## src/rtl/pcss_link_pkg.sv

```systemverilog
// Shared constants and FSM state type for the chip link rx/tx pair.
package pcss_link_pkg;

    localparam int CHIPDATA_WIDTH = 16;
    localparam int PKT_WIDTH      = 64;
    localparam int BEATS          = 4;

    typedef enum logic [0:0] {
        IDLE = 1'b0,
        ACK  = 1'b1
    } rx_state_t;

endpackage

```

## src/rtl/chip_link_rx_if.sv

```systemverilog
// Link-side beat handshake and router-side packet handshake of one link port.
interface chip_link_rx_if #(
    parameter int CHIPDATA_WIDTH = 16,
    parameter int PKT_WIDTH      = 64,
    parameter int ERRCNT_W       = 8
);
    logic [CHIPDATA_WIDTH-1:0] link_data;
    logic                      link_valid;
    logic                      link_par;
    logic                      link_ready;
    logic                      link_err;
    logic [PKT_WIDTH-1:0]      pkt_data;
    logic                      pkt_valid;
    logic                      pkt_ready;
    logic                      drop;
    logic [ERRCNT_W-1:0]       err_cnt;

    // master: link sender plus router; slave: the receiver block
    modport master (
        output link_data, link_valid, link_par, pkt_ready,
        input  link_ready, link_err, pkt_data, pkt_valid, drop, err_cnt
    );

    modport slave (
        input  link_data, link_valid, link_par, pkt_ready,
        output link_ready, link_err, pkt_data, pkt_valid, drop, err_cnt
    );
endinterface

```

## src/rtl/link_sync.sv

```systemverilog
// Multi-flop synchroniser for a single asynchronous control bit.
module link_sync #(
    parameter int STAGES = 2
) (
    input  logic clk,
    input  logic rst,
    input  logic d,
    output logic q
);
    logic [STAGES-1:0] ff;

    always_ff @(posedge clk or posedge rst) begin
        if (rst) begin
            ff <= '0;
        end else begin
            ff <= {ff[STAGES-2:0], d};
        end
    end

    assign q = ff[STAGES-1];
endmodule

```

## src/rtl/chip_link_rx.sv

```systemverilog
// Receive side of one off-chip link port: 4-phase beats in, parity checked,
// assembled MSB-first into packets for the router.
module chip_link_rx #(
    parameter int CHIPDATA_WIDTH = pcss_link_pkg::CHIPDATA_WIDTH,
    parameter int PKT_WIDTH      = pcss_link_pkg::PKT_WIDTH,
    parameter int BEATS          = pcss_link_pkg::BEATS,
    parameter int SYNC_STAGES    = 2,
    parameter int TIMEOUT        = 1024,
    parameter int ERRCNT_W       = 8
) (
    input  logic           clk,
    input  logic           rst,
    chip_link_rx_if.slave  bus
);
    import pcss_link_pkg::*;

    localparam int AW = PKT_WIDTH - CHIPDATA_WIDTH;
    localparam int BW = (BEATS > 1) ? $clog2(BEATS) : 1;
    localparam int TW = (TIMEOUT > 1) ? $clog2(TIMEOUT) + 1 : 1;
    localparam logic [BW-1:0] LAST = BW'(BEATS - 1);

    rx_state_t     state, state_next;
    logic          valid_s, par_ok, buf_free;
    logic          take, last, bad;
    logic          tout, expire;
    logic [AW-1:0] assy;
    logic [BW-1:0] beat_idx;
    logic [TW-1:0] tcnt;

    link_sync #(.STAGES(SYNC_STAGES)) u_sync (
        .clk (clk),
        .rst (rst),
        .d   (bus.link_valid),
        .q   (valid_s)
    );

    assign par_ok   = (^bus.link_data) == bus.link_par;
    assign buf_free = !bus.pkt_valid || bus.pkt_ready;
    assign bus.link_ready = (state == ACK);

    // Idle gap inside a partial packet; the counter only runs while waiting in IDLE
    assign tout   = (TIMEOUT > 0) && (state == IDLE) && (beat_idx != '0) && !valid_s;
    assign expire = tout && (tcnt == TW'(TIMEOUT - 1));

    always_ff @(posedge clk or posedge rst) begin
        if (rst) begin
            state <= IDLE;
        end else begin
            state <= state_next;
        end
    end

    always_comb begin
        state_next = state;
        take       = 1'b0;
        last       = 1'b0;
        bad        = 1'b0;
        case (state)
            IDLE: begin
                if (valid_s) begin
                    if (!par_ok) begin
                        bad        = 1'b1;
                        state_next = ACK;
                    end else if (beat_idx != LAST) begin
                        take       = 1'b1;
                        state_next = ACK;
                    end else if (buf_free) begin
                        take       = 1'b1;
                        last       = 1'b1;
                        state_next = ACK;
                    end
                end
            end
            ACK: begin
                if (!valid_s) begin
                    state_next = IDLE;
                end
            end
            default: state_next = IDLE;
        endcase
    end

    always_ff @(posedge clk or posedge rst) begin
        if (rst) begin
            bus.link_err  <= 1'b0;
            bus.err_cnt   <= '0;
            bus.pkt_data  <= '0;
            bus.pkt_valid <= 1'b0;
            bus.drop      <= 1'b0;
            assy          <= '0;
            beat_idx      <= '0;
            tcnt          <= '0;
        end else begin
            bus.drop <= 1'b0;

            if (bad) begin
                bus.link_err <= 1'b1;
                if (bus.err_cnt != '1) begin
                    bus.err_cnt <= bus.err_cnt + 1'b1;
                end
            end else if (state_next == IDLE) begin
                bus.link_err <= 1'b0;
            end

            if (take) begin
                if (last) begin
                    bus.pkt_data <= {assy, bus.link_data};
                    beat_idx     <= '0;
                end else begin
                    assy     <= AW'({assy, bus.link_data});
                    beat_idx <= beat_idx + 1'b1;
                end
            end

            // A load on the same edge as a router accept keeps pkt_valid high
            if (last) begin
                bus.pkt_valid <= 1'b1;
            end else if (bus.pkt_ready) begin
                bus.pkt_valid <= 1'b0;
            end

            if (expire) begin
                beat_idx <= '0;
                assy     <= '0;
                bus.drop <= 1'b1;
                tcnt     <= '0;
            end else if (tout) begin
                tcnt <= tcnt + 1'b1;
            end else begin
                tcnt <= '0;
            end
        end
    end
endmodule

```

## src/flat_wrapper.sv

```systemverilog
// flat-port wrapper written by rule: the top's interface ports become plain ports
module chip_link_rx_flat import pcss_link_pkg::*;
#(
    parameter int CHIPDATA_WIDTH = pcss_link_pkg::CHIPDATA_WIDTH,
    parameter int PKT_WIDTH      = pcss_link_pkg::PKT_WIDTH,
    parameter int BEATS          = pcss_link_pkg::BEATS,
    parameter int SYNC_STAGES    = 2,
    parameter int TIMEOUT        = 1024,
    parameter int ERRCNT_W       = 8
)
  (clk, rst, bus_link_data, bus_link_valid, bus_link_par, bus_pkt_ready, bus_link_ready, bus_link_err, bus_pkt_data, bus_pkt_valid, bus_drop, bus_err_cnt);
  chip_link_rx_if #(.CHIPDATA_WIDTH(CHIPDATA_WIDTH), .PKT_WIDTH(PKT_WIDTH), .ERRCNT_W(ERRCNT_W)) bus_i ();
  input  logic clk;
  input  logic rst;
  input wire logic [$bits(bus_i.link_data)-1:0] bus_link_data;
  input wire logic [$bits(bus_i.link_valid)-1:0] bus_link_valid;
  input wire logic [$bits(bus_i.link_par)-1:0] bus_link_par;
  input wire logic [$bits(bus_i.pkt_ready)-1:0] bus_pkt_ready;
  output wire logic [$bits(bus_i.link_ready)-1:0] bus_link_ready;
  output wire logic [$bits(bus_i.link_err)-1:0] bus_link_err;
  output wire logic [$bits(bus_i.pkt_data)-1:0] bus_pkt_data;
  output wire logic [$bits(bus_i.pkt_valid)-1:0] bus_pkt_valid;
  output wire logic [$bits(bus_i.drop)-1:0] bus_drop;
  output wire logic [$bits(bus_i.err_cnt)-1:0] bus_err_cnt;
  assign bus_i.link_data = bus_link_data;
  assign bus_i.link_valid = bus_link_valid;
  assign bus_i.link_par = bus_link_par;
  assign bus_i.pkt_ready = bus_pkt_ready;
  assign bus_link_ready = bus_i.link_ready;
  assign bus_link_err = bus_i.link_err;
  assign bus_pkt_data = bus_i.pkt_data;
  assign bus_pkt_valid = bus_i.pkt_valid;
  assign bus_drop = bus_i.drop;
  assign bus_err_cnt = bus_i.err_cnt;
  chip_link_rx #(.CHIPDATA_WIDTH(CHIPDATA_WIDTH), .PKT_WIDTH(PKT_WIDTH), .BEATS(BEATS), .SYNC_STAGES(SYNC_STAGES), .TIMEOUT(TIMEOUT), .ERRCNT_W(ERRCNT_W)) u_core (.clk(clk), .rst(rst), .bus(bus_i));
endmodule
```

## config.mk

```make
export PLATFORM = sky130hd
export DESIGN_NAME = chip_link_rx_flat
export DESIGN_NICKNAME = d
export VERILOG_FILES = /design/src/rtl/pcss_link_pkg.sv /design/src/rtl/chip_link_rx_if.sv /design/src/rtl/link_sync.sv /design/src/rtl/chip_link_rx.sv /design/src/flat_wrapper.sv
export SDC_FILE = /design/constraint.sdc
export NUM_CORES = 1
export LEC_CHECK = 0
export ABC_AREA = 1
export BUFFER_PORTS_ARGS = -buffer_cell sky130_fd_sc_hd__buf_4
export CAP_MARGIN = 10
export CORE_MARGIN = 2
export CORE_UTILIZATION = 49
export DETAILED_ROUTE_END_ITERATION = 10
export PLACE_DENSITY_LB_ADDON = 0.15
export SYNTH_ARGS = -nofsm -noshare
export SYNTH_HDL_FRONTEND = slang
export SYNTH_SLANG_ARGS = --single-unit
```

## constraint.sdc

```tcl
create_clock -name clk -period 9.7 [get_ports clk]
set_clock_uncertainty 0.1 [all_clocks]
set_input_delay 0.485 -clock clk [delete_from_list [all_inputs] [get_ports clk]]
set_output_delay 0.485 -clock clk [all_outputs]
set_load 0.05 [all_outputs]
```

Word level (Yosys, flattened, before mapping)

Cells that the tools add are included.

Equality and inequality tests: 6
Mux-type cells: 29
Bitwise logic cells: 1
Reduce and logical (&&, ||, !) cells: 13
Add/subtract/negate cells: 3

Operator list:

| cell                    | number |
|---|---|
| $mux W48                | 3 |
| $mux W11                | 2 |
| $mux W1                 | 20 |
| $reduce_xor A16 Y1      | 1 |
| $add A11 B1 Y11 const B | 1 |
| $eq A11 B10 Y1 const B  | 1 |
| $add A8 B1 Y8 const B   | 1 |
| $ne A8 B8 Y1 const B    | 1 |
| $mux W2                 | 3 |
| $ne A2 B2 Y1 const B    | 3 |
| $reduce_and A2 Y1       | 3 |
| $reduce_bool A2 Y1      | 3 |
| $logic_and A1 B1 Y1     | 3 |
| $add A2 B1 Y2 const B   | 1 |
| $logic_not A1 Y1        | 2 |
| $pmux W1 S2             | 1 |
| $eq A1 B1 Y1            | 1 |
| $logic_or A1 B1 Y1      | 1 |
| $not A1 Y1              | 1 |

Logic and storage cells: 62
Bits of input ports: 21
Register bits after elaboration: 139
Output and inout port bits: 76

Logic depth before layout (Yosys ltp)

Depth in word-level cells: 10
Gate-level depth with buffers: 17
Depth with buffers taken out: 15

By module

Synthesis repeated with hierarchy kept, for this count alone.

Cell total of the unflattened synthesis: 720
Area, all modules: 6374.9 sq um

By module, submodules not included:

| module       | cells an instance | area an instance (sq um) | times used | seq. area each (sq um) |
|---|---|---|---|---|
| chip_link_rx | 717               | 6321.1                   | 1          | 3428.3 |
| link_sync    | 3                 | 53.8                     | 1          | 50.0 |

Least setup slack after synthesis

Ideal clock, no wire load.

Path type: register to register
Start point: reg u_core.state (netlist: u_core.bus.link_ready)
End point: reg u_core.assy[0]
Setup time: 121 ps
Path buffers: 1
Stages on the path, launching flop included: 8
Required time: 9479 ps
Period minus slack after synthesis: 1991 ps
Arrival: 1770 ps
Setup slack: 7709 ps
Path through: dfrtp_1 -> nor3_2 -> inv_1 -> nor4_2 -> clkbuf_1 -> nor2_1 -> nand2_1 -> o21ai_1

Word-level cells in the longest chain between the ends: 6
Elaborated cells between the ends (all ways): 10
Classes of those cells: eq/ne: 1; mux: 3; bitwise: 1; reduce/logical: 5

Ends and longest elaborated chain:

| item                                                                       | RTL line            | text |
|---|---|---|
| start, declared                                                            | chip_link_rx.sv:22  | `rx_state_t state, state_next;` |
| start signal, assigned                                                     | chip_link_rx.sv:49  | `state <= state_next;` |
| $not A1 Y1                                                                 | chip_link_rx.sv:42  | `assign tout = (TIMEOUT > 0) && (state == IDLE) && (beat_idx != '0) && !valid_s;` |
| $logic_and A1 B1 Y1 (2 in a row)                                           | chip_link_rx.sv:42  |  |
| $logic_and A1 B1 Y1                                                        | chip_link_rx.sv:43  | `assign expire = tout && (tcnt == TW'(TIMEOUT - 1));` |
| $ne A2 B2 Y1 (no source line) / $reduce_bool A2 Y1 (equally long branches) | n/a                 |  |
| $reduce_and A2 Y1 (no source line)                                         | n/a                 |  |
| end signal, assigned                                                       | chip_link_rx.sv:110 | `assy <= AW'({assy, bus.link_data});` |
| end, declared                                                              | chip_link_rx.sv:26  | `logic [AW-1:0] assy;` |

Several ways; a longest one is shown, not always the timed one.
A chain may end at the register's enable or synchronous reset.

Worst setup path in the final report

Start point: in bus_link_data[13]
End point: reg u_core.assy[35]

Word-level cells in the longest chain between the ends: 7
Elaborated cells between the ends (all ways): 11
Classes of those cells: eq/ne: 2; mux: 6; reduce/logical: 3

Ends and longest elaborated chain:

| item                                                                       | RTL line           | text |
|---|---|---|
| start, declared                                                            | flat_wrapper.sv:15 | `input wire logic [$bits(bus_i.link_data)-1:0] bus_link_data;` |
| $reduce_xor A16 Y1 (*)                                                     | chip_link_rx.sv:37 | `assign par_ok = (^bus.link_data) == bus.link_par;` |
| $eq A1 B1 Y1 (*)                                                           | chip_link_rx.sv:37 |  |
| $mux W1                                                                    | chip_link_rx.sv:61 | `if (!par_ok) begin` |
| $mux W1                                                                    | chip_link_rx.sv:60 | `if (valid_s) begin` |
| $mux W1                                                                    | chip_link_rx.sv:58 | `case (state)` |
| $ne A2 B2 Y1 (no source line) / $reduce_bool A2 Y1 (equally long branches) | n/a                |  |
| $reduce_and A2 Y1 (no source line) (*)                                     | n/a                |  |

Every way passes the cells marked *; elsewhere a longest branch is shown, timed or not.

==> flow_summary_export.csv <==
group,metric,value,unit
outcome,run_status,"completed",
clocking,clock_tree.root_cell,"clkbuf_16",
synth,seq_area_frac_synth,0.567,
clocking,postCtsResizedCells,0,
synth,netlist_top_cells_count,"nand2_1 (287), dfrtp_1 (139), nand3_1 (61)",
timing,setup_viol,0,
finish,drive_gt1_frac,0.171,
timing,setup_repair_after_global_routing_missed_its_margin,"no",
clocking,ctsHoldBuffers,0,
placement,place.gp.congestion,0.777,
timing,min_period_over_period,0.259,
drt,routed_via_density,4.99,
job,maxCapViolCount,0,
synth,yosys.area.top_type,"dfrtp_1",
timing,report.final.slew_viol_count,0,
drt,drt_first_pass_iters,5,
clocking,tritoncts_num_sinks,139,
worst_setup_path,crit_path_most_repeated_cell,"nand2_1",
pwr,worst_ir_drop_vdd,182,uV
synth,ys_warn_count,0,
synth,synth_fp_nets,754,
die,fp.dieArea,13400,um^2
timing,slew_headroom,0.298,
worst_setup_path,setup.worst_path.start_class,"primary input",
pwr,static_leak,4.05,nW
die,placementRows,40,
die,ioPinCount,97,
placement,dp_hpwl,9560,um
synth,yosysMostFrequentCell,"nand2_1",
global_route,wire_length_of_the_first_global_routing_pass,23300,um
synth,synth_area_per_cell,8.41,um^2
drt,wl_met3,671,um
drt,drc,0,
pwr,power_density,321,nW/um^2
worst_setup_path,worst_r2r_startpoint,"u_core.beat_idx[0]",
placement,port_buffers,96,
drt,routed.top_layer,"met4",
global_route,grt_start_max_net_pins,101,
worst_setup_path,cpLargestDelayFamily,"simple AND/OR/NAND/NOR gates",
synth,syn-instance-count,729,
worst_setup_path,stages_on_worst_setup_path,16,
synth,synth_async_sr_flop_share,1.00,
global_route,antenna_found_initial,0,
worst_setup_path,r2r_slack,7.53,ns
finish,final_net_count,840,
drt,drtIter0Drc,310,
timing,fin_worst_hold_slack,0.0106,ns
finish,layout-area-overhead-vs-synth,22.1,%
worst_setup_path,worstPathBufferInverterCount,4,
die,die_height,116,um
clocking,ctsLongestPathBuffers,2,
worst_setup_path,r2r.worst_path.cells,9,
timing,tightestPinTransition,1.05,ns
drt,route.antenna.remaining_nets,0,
worst_setup_path,slowest_stage_cell_crit_path,"buf_4",
drt,detailroute.wirelength.met2,6920,um
global_route,global_route.usage.total,0.224,
worst_setup_path,reg2reg_to,"u_core.assy[29]",
drt,met1_wire_length,6180,um
clocking,cts_tree,"done",
worst_setup_path,crit_type,"in -> reg",
die,core-area,12100,um^2
die,floorplan.initialDensity,0.506,
worst_setup_path,setup.worst_path.end_class,"flip-flop",
synth,post-synth-top-area-fraction,0.567,
finish,insertedDiodeCount,0,
die,die_width,116,um
timing,period_needed,2.51,ns
min_path,hp-class,"in -> async",
drt,detail_route.wl_per_cell,14.1,um
synth,yosys-top-cells-area,"dfrtp_1 (57%), nand2_1 (18%), nand3_1 (5.0%), o21ai_1 (4.2%), inv_1 (3.6%)",
synth,synthesis.area,6130,um^2
clocking,cts_setup_buffers,0,
worst_setup_path,cp_max_fo,65,
global_route,grt_overflow_total,0,
drt,dr_vias,4957,
worst_setup_path,critical-path-max-stage-delay,0.53,ns
synth,yosys.cell_types.count,26,
worst_setup_path,cp.required,9.90,ns
timing,setup_total_negative_slack,0,ns
synth,synthFlopType,"dfrtp_1",
timing,hold_vio_cnt_final,0,
clocking,clk-insertion-delay-late,0.42,ns
synth,number_of_enable_flip_flop_cells_after_synthesis,0,
clocking,clk_pin_slew_worst_paths,0.05,ns
worst_setup_path,crit_arrival,2.71,ns
drt,finalWirelength,14000,um
worst_setup_path,crit_chain,"buf_4, inv_1, nand2_1, nand2_1, nand2_1, nand3_1, nand2_1, nand2_1, nand2_1, nand2_2, nand2_4, nand3_2, buf_4, inv_4, nand2_1, nand2_1",
clocking,cts_made_buffers,17,
clocking,htree_num_levels,4,
global_route,first_global_vias,4763,
synth,synth_seq_cells,139,
timing,max_clock_freq,398,MHz
-- sequential cells by signal, summed over array words and instances (netlist names) --
signal	cells
u_core.beat_idx	2
u_core.bus.err_cnt	8
u_core.u_sync.ff	2
u_core.tcnt	11
u_core.bus.drop	1
u_core.bus.link_err	1
u_core.bus.pkt_valid	1
u_core.assy	48
u_core.bus.pkt_data	64
u_core.bus.link_ready	1
-- final cells by class --
type                    instances  area (um^2)
flip-flops and latches        139         3480
multi-input cells             496         2240
clock inverters                 7         65.1
fillers                      1103         4630
well taps                     168          210
inverters                      60          233
repair buffers                101          758
clock buffers                  23          498
-- kinds of logic (layout without fill, tap and decap cells) --
kind of cell	Yosys count	after routing	share of synthesized area
compound gates	59	59	0.0486
fa+ha+maj	4	4	0.00816
flops	139	139	0.567
buf+inv	94	191	0.0702
xor+xnor	23	23	0.0328
simple gates	410	410	0.273
-- per-stage QoR --
stage,utilization,worst slack [ns],total power [W],std cells,area [um^2]
2_1_floorplan,-,5.39,0.00153,729,6130
3_3_place_gp,0.572,6.88,0.00178,964,6920
3_5_place_dp,0.572,6.77,0.00181,964,6920
4_1_cts,0.618,7.20,0.00242,994,7490
5_1_grt,0.618,6.86,0.00254,994,7490
6_report,0.618,7.19,0.00240,994,7490
-- layer usage --
metal  vias up  global-route usage
li1       2445                   -
met1      2362               0.300
met2       134               0.362
met3        16              0.0465
met4         0              0.0833
met5         -                   0
-- how the worst max path moves through the flow --
stage	from	endpoint	slack, ns
2_1_floorplan	rst	u_core.assy[0]	5.39
3_3_place_gp	bus_link_data[13]	u_core.assy[31]	6.88
3_5_place_dp	bus_link_data[12]	u_core.assy[35]	6.77
4_1_cts	bus_link_data[12]	u_core.assy[35]	7.20
5_1_grt	bus_link_data[12]	u_core.assy[44]	6.86
6_report	bus_link_data[13]	u_core.assy[35]	7.19
-- cells in the final DEF, fill, tap and decap left out, types with 4 or more instances in the layout --
master       n
ha_1         4
buf_4      101
xor2_1       9
clkbuf_16   17
nor2_1      46
xnor2_1     14
inv_1       58
o21ai_1     51
dfrtp_1    139
nand2_1    287
nand3_1     61
nand4_1      4
clkbuf_8     5
clkinv_2     4
a21oi_1      4
-- power breakdown --
group	switching (W)	internal (W)	total, W
sequential	0.000102	0.000770	0.000872
combinational	0.000655	0.000266	0.000921
clock	0.000229	0.000381	0.000610
(Power assumes the default switching activity.)
